$ cat src/rtl/dtof_acq_sequencer.sv
// dtof_acq_sequencer: frame controller for one dTOF pixel's two-pass
// (coarse then fine) histogram pipeline. It clears the histogram RAM, gates
// TDC hits during each acquisition pass, hands off to the peak detector and
// the algebraic window block, and latches the final CH/FH peak bins.
//
// Build option: define DTOF_CONT_MODE_EN for free-running frames (DONE
// restarts the coarse clear directly). Left undefined, DONE returns to IDLE
// and each frame needs its own start pulse.
module dtof_acq_sequencer #(
  parameter int NB       = 9,
  parameter int CH_SHOTS = 16,
  parameter int FH_SHOTS = 16,
  parameter int TIMEOUT  = 1023,
  parameter int CW       = 16
) (
  input  logic          clk,
  input  logic          res,
  input  logic          start,
  input  logic          laser_fire,
  input  logic          tdc_valid,
  input  logic          peak_done,
  input  logic          alg_ready,
  input  logic [NB-1:0] peak_ch,
  input  logic [NB-1:0] peak_fh,
  output logic          his_num,
  output logic          hist_wr_en,
  output logic          clr_en,
  output logic [NB-1:0] clr_addr,
  output logic          acq_count_finish,
  output logic          busy,
  output logic          result_valid,
  output logic [NB-1:0] result_ch,
  output logic [NB-1:0] result_fh,
  output logic          timeout_err
);

  typedef enum logic [3:0] {
    IDLE, CLR_CH, ACQ_CH, PEAK_CH, WIN, CLR_FH, ACQ_FH, PEAK_FH, DONE, ERR
  } state_t;

  localparam logic [NB-1:0] CLR_LAST = '1;
  localparam logic [CW-1:0] CH_LAST  = CW'(CH_SHOTS - 1);
  localparam logic [CW-1:0] FH_LAST  = CW'(FH_SHOTS - 1);
  localparam logic [CW-1:0] TO_LAST  = CW'(TIMEOUT - 1);
  localparam logic [CW-1:0] CW_ONE   = CW'(1);
  localparam logic [NB-1:0] NB_ONE   = NB'(1);

  state_t        state, state_nx;
  logic [CW-1:0] shot_cnt;
  logic [CW-1:0] to_cnt;

  logic in_acq, in_clr, in_wait, shot_last, to_expire;

  // Decode of the current state used by counters and outputs.
  always_comb begin
    in_acq    = (state == ACQ_CH) || (state == ACQ_FH);
    in_clr    = (state == CLR_CH) || (state == CLR_FH);
    in_wait   = (state == PEAK_CH) || (state == WIN) || (state == PEAK_FH);
    shot_last = laser_fire && (shot_cnt == ((state == ACQ_FH) ? FH_LAST : CH_LAST));
    to_expire = (to_cnt == TO_LAST);
  end

  // Next-state logic; a handshake on the last timeout cycle beats the timeout.
  always_comb begin
    // NOTE: assigning a default before the case keeps every path covered, so no latch is inferred.
    state_nx = state;
    case (state)
      IDLE:    if (start) state_nx = CLR_CH;
      CLR_CH:  if (clr_addr == CLR_LAST) state_nx = ACQ_CH;
      ACQ_CH:  if (shot_last) state_nx = PEAK_CH;
      PEAK_CH: if (peak_done) state_nx = WIN;
               else if (to_expire) state_nx = ERR;
      WIN:     if (alg_ready) state_nx = CLR_FH;
               else if (to_expire) state_nx = ERR;
      CLR_FH:  if (clr_addr == CLR_LAST) state_nx = ACQ_FH;
      ACQ_FH:  if (shot_last) state_nx = PEAK_FH;
      PEAK_FH: if (peak_done) state_nx = DONE;
               else if (to_expire) state_nx = ERR;
`ifdef DTOF_CONT_MODE_EN
      DONE:    state_nx = CLR_CH;
`else
      DONE:    state_nx = IDLE;
`endif
      ERR:     if (start) state_nx = CLR_CH;
      default: state_nx = IDLE;
    endcase
  end

  // State register.
  always_ff @(posedge clk or posedge res) begin
    // NOTE: sequential state uses non-blocking assignments so every register samples pre-edge values.
    if (res) state <= IDLE;
    else     state <= state_nx;
  end

  // Clear address sweeps the whole RAM and wraps to 0 on the last address.
  always_ff @(posedge clk or posedge res) begin
    if (res)         clr_addr <= '0;
    else if (in_clr) clr_addr <= clr_addr + NB_ONE;
    else             clr_addr <= '0;
  end

  // Shot counter: counts laser_fire inside an acquisition pass.
  always_ff @(posedge clk or posedge res) begin
    if (res)                       shot_cnt <= '0;
    else if (!in_acq || shot_last) shot_cnt <= '0;
    else if (laser_fire)           shot_cnt <= shot_cnt + CW_ONE;
  end

  // Handshake timeout counter, restarted on every state change.
  always_ff @(posedge clk or posedge res) begin
    if (res)                    to_cnt <= '0;
    else if (state_nx != state) to_cnt <= '0;
    else if (in_wait)           to_cnt <= to_cnt + CW_ONE;
  end

  // Peak-bin capture on the peak detector handshake.
  always_ff @(posedge clk or posedge res) begin
    if (res) begin
      result_ch <= '0;
      result_fh <= '0;
    end else begin
      if (state == PEAK_CH && peak_done) result_ch <= peak_ch;
      if (state == PEAK_FH && peak_done) result_fh <= peak_fh;
    end
  end

  // Sticky timeout flag: set on entry to ERR, cleared by the next start.
  always_ff @(posedge clk or posedge res) begin
    if (res)                                    timeout_err <= 1'b0;
    else if (state_nx == ERR && state != ERR)   timeout_err <= 1'b1;
    else if ((state == IDLE || state == ERR) && start) timeout_err <= 1'b0;
  end

  // Moore outputs decoded from the state register; write gating is zero-latency.
  always_comb begin
    his_num          = (state == WIN) || (state == CLR_FH) || (state == ACQ_FH) ||
                       (state == PEAK_FH) || (state == DONE);
    hist_wr_en       = tdc_valid && in_acq;
    clr_en           = in_clr;
    acq_count_finish = (state == PEAK_CH) || (state == PEAK_FH);
    busy             = (state != IDLE) && (state != ERR);
    result_valid     = (state == DONE);
  end

endmodule

$ cat config.mk
export PLATFORM = sky130hd
export DESIGN_NAME = dtof_acq_sequencer
export DESIGN_NICKNAME = d
export VERILOG_FILES = /design/src/rtl/dtof_acq_sequencer.sv
export SDC_FILE = /design/constraint.sdc
export NUM_CORES = 1
export LEC_CHECK = 0
export BUFFER_PORTS_ARGS = -buffer_cell sky130_fd_sc_hd__buf_2
export CAP_MARGIN = 20
export CORE_AREA = 3 3 78 80
export DETAILED_ROUTE_END_ITERATION = 7
export DIE_AREA = 0 0 81 83
export MAX_ROUTING_LAYER = met4
export PLACE_DENSITY = 0.83
export SETUP_SLACK_MARGIN = 0.5
export SLEW_MARGIN = 20
export SYNTH_ARGS = -nofsm -noshare
export SYNTH_HDL_FRONTEND = slang
export SYNTH_SLANG_ARGS = --single-unit
$ cat constraint.sdc
create_clock -name clk -period 4.72 [get_ports clk]
set_input_delay 0.944 -clock clk [delete_from_list [all_inputs] [get_ports clk]]
set_output_delay 0.944 -clock clk [all_outputs]
set_load 0.05 [all_outputs]
==> qor.yml <==
status:
  run_status: "complete, no violations"
logic_synthesis:
  synth_fp_nets: 326
  synthArstFlopShare_pct: 100.0
  synth.distinct_cells: 48
  synth_sequential_area_ratio_pct: 49.77
  ys_warn_count: 0
  synthCells: 296
  synth-main-ff-cell: "dfrtp_1"
  avgSynthCellArea_um2: 10.87
  synth_edf_count: 0
  synth.ff_latch_count: 64
  syn-cell-area_um2: 3218
sta:
  period_minus_slack_ns: 2.853
  setup_viol: 0
  finalCritPeriodShare_pct: 60.45
  rsz0062_at_grt: "no"
  hold_violations: 0
  tightest_slew_ns: 0.6463
  max_freq_ghz: 0.3505
  slew_headroom_pct: 56.85
  hold_ws_ns: 0.5009
  finalMaxSlewViolations: 0
  fin_tns_setup_ns: 0
  fin_worst_skew_ns: 0.008089
  fin_ws_ns: 1.867
layout:
  final_area_um2: 3707
  diodes: 0
  drive_above_1_share_pct: 30.36
  fin_nets: 384
  mostFrequentLayoutCells: "64 x dfrtp_1, 58 x buf_2, 38 x nor2_1, 23 x xor2_1, 18 x mux2_2"
  syn2layout_area_growth_pct: 15.20
  mostFrequentLayoutCell: "dfrtp_1"
drt:
  routed_via_density: 5.455
  route.detailed.drc: 0
  vias: 2351
  drtIter0Drc: 137
  final_antenna_net_count: 0
  wl_per_cell_um: 14.34
  finalWirelength_mm: 6.181
  firstDrtPassIters: 4
clock_tree:
  cts_setup_buffers: 0
  clkTransAtPathRegs_ns: 0.07
  clock_path_buffers: 2
  cts_tree: "yes"
  clock_latency_ns: 0.33
  htreeDepth: 3
  clock-root-buffer: "clkbuf_8"
  clkSinkCount: 64
  numCtsBuffers: 9
  cts_resized: 0
  cts_hold_buffers: 0
worst_hold_path:
  hp-class: "register to register"
worst_setup_path:
  worst-setup-path-type: "register to output pin"
  cp_slowest_cell: "dfrtp_1"
  crit_family: "flip-flops"
  max_stage_delay_ns: 0.58
  crit_required_ns: 3.78
  path_cells: "inv_1, nor4_1, or2_2, buf_2"
  crit_path_end_kind: "output pin"
  crit_fanout: 12
  critPathLaunchType: "register"
  worst-path-buf-inv: 2
  cp.arrival_ns: 1.91
global_routing:
  grt_max_degree: 34
  antenna_found_initial: 0
  grt_use_total_pct: 21.16
  grt_overflow: 0
  grt_pass1_vias: 2424
  grt_pass1_wl_mm: 10.85
floorplanning:
  die_area_um2: 6723
  rows: 27
  core_area_um2: 5473
  dieHeight_um: 83
  ios: 59
  chipWidth_um: 81
  initial_core_util_pct: 58.80
run:
  drv_cap: 0
place:
  place.gp.congestion: 0.8139
  dp_slack_ns: 2.079
  placed_area_um2: 3508
  place.detailed.hpwl_mm: 4.359
  port_buffers: 58
pwr:
  power.leakage_uw: 0.001775
  ir_worst_vdd_v: 0.0003080
  pwr_density_cell_nw_per_um2: 536.8
-- cell families (layout without fill, tap and decap cells) --
logic type	count (synthesis)	count (layout)	synth area share (%)
simple gates	118	118	20.84
flops	64	64	49.77
xor+xnor	34	34	9.253
compound gates	29	29	6.804
buf+inv	27	90	4.782
mux	19	19	6.610
fa+ha+maj	5	5	1.944
-- routing by layer --
metal	GRT usage, %	part of all wire, %
met3	3.471	3.4
met4	9.370	1.6
met2	33.91	51
met5	-	0
met1	26.13	44
-- sequential cells by signal, summed over array words and instances (netlist names) --
name and count:
shot_cnt 16, timeout_err 1, state 4, to_cnt 16
result_ch 9, result_fh 9, clr_addr 9
-- metrics by stage --
stage               util [%]  power, uW  std cells
detailed placement     64.11       1537        415
finish                 67.74       1990        431
floorplan                  -       1404        296
CTS                    67.74       2007        431
global route           67.74       2099        431
global placement       64.11       1518        415
-- area by class of cell --
cell class                      count  area [um^2]
Fill cell                         444         1765
Sequential cell                    64         1602
Multi-Input combinational cell    205         1463
Timing Repair Buffer               59        297.8
Clock buffer                       13        158.9
Tap cell                           72        90.09
Inverter                           15        56.30
Clock inverter                      3        40.04
-- worst register-to-register path, cell delays in order (launching register included) --
cell,delay (ns)
dfrtp_1,0.42
ha_1,0.21
nand3_1,0.16
nor3_1,0.27
ha_1,0.26
nor2b_1,0.06
o211ai_1,0.26
o211a_1,0.26
o211ai_4,0.21
nor3_1,0.26
-- power breakdown --
part           leakage (uW)  switching, uW  total (uW)  internal, uW
Clock              0.000103            197         468           271
Sequential         0.000868           94.7         731           636
Combinational      0.000804            571         791           220
-- cells in the mapped netlist (3+ instances only) --
| master | n | share of area, % |
|---|---|---|
| nor4_1 | 5 | 0.97 |
| nand4_1 | 10 | 1.9 |
| mux2_2 | 18 | 6.3 |
| buf_2 | 5 | 0.78 |
| buf_6 | 3 | 1.0 |
| xor2_1 | 23 | 6.3 |
| xnor2_1 | 11 | 3.0 |
| ha_1 | 5 | 1.9 |
| and2_1 | 4 | 0.78 |
| nor2_1 | 38 | 4.4 |
| a21oi_1 | 6 | 0.93 |
| dfrtp_1 | 64 | 50 |
| nand2_1 | 12 | 1.4 |
| and4_1 | 4 | 1.1 |
| nor3_1 | 10 | 1.6 |
| nor3_2 | 5 | 1.6 |
| o21ai_0 | 8 | 1.2 |
| inv_1 | 15 | 1.7 |
| nand3_1 | 12 | 1.9 |
-- path summary, 6_finish.rpt --
check | depth (start not counted) | start | slack, ns | to
setup / recovery | 4 | state[3]$_DFF_PP0_ | 1.87 | his_num
hold / removal | 1 | result_fh[1]$_DFFE_PP0P_ | 0.50 | result_fh[1]$_DFFE_PP0P_
setup reg to reg | 9 | clr_addr[0]$_DFF_PP0_ | 2.27 | to_cnt[6]$_DFFE_PP0P_
hold reg to reg | 1 | result_fh[1]$_DFFE_PP0P_ | 0.50 | result_fh[1]$_DFFE_PP0P_
max in group asynchronous | 3 | res | 3.17 | state[2]$_DFF_PP0_
min in group asynchronous | 2 | res | 0.69 | result_ch[2]$_DFFE_PP0P_
(Power assumes the default switching activity.)
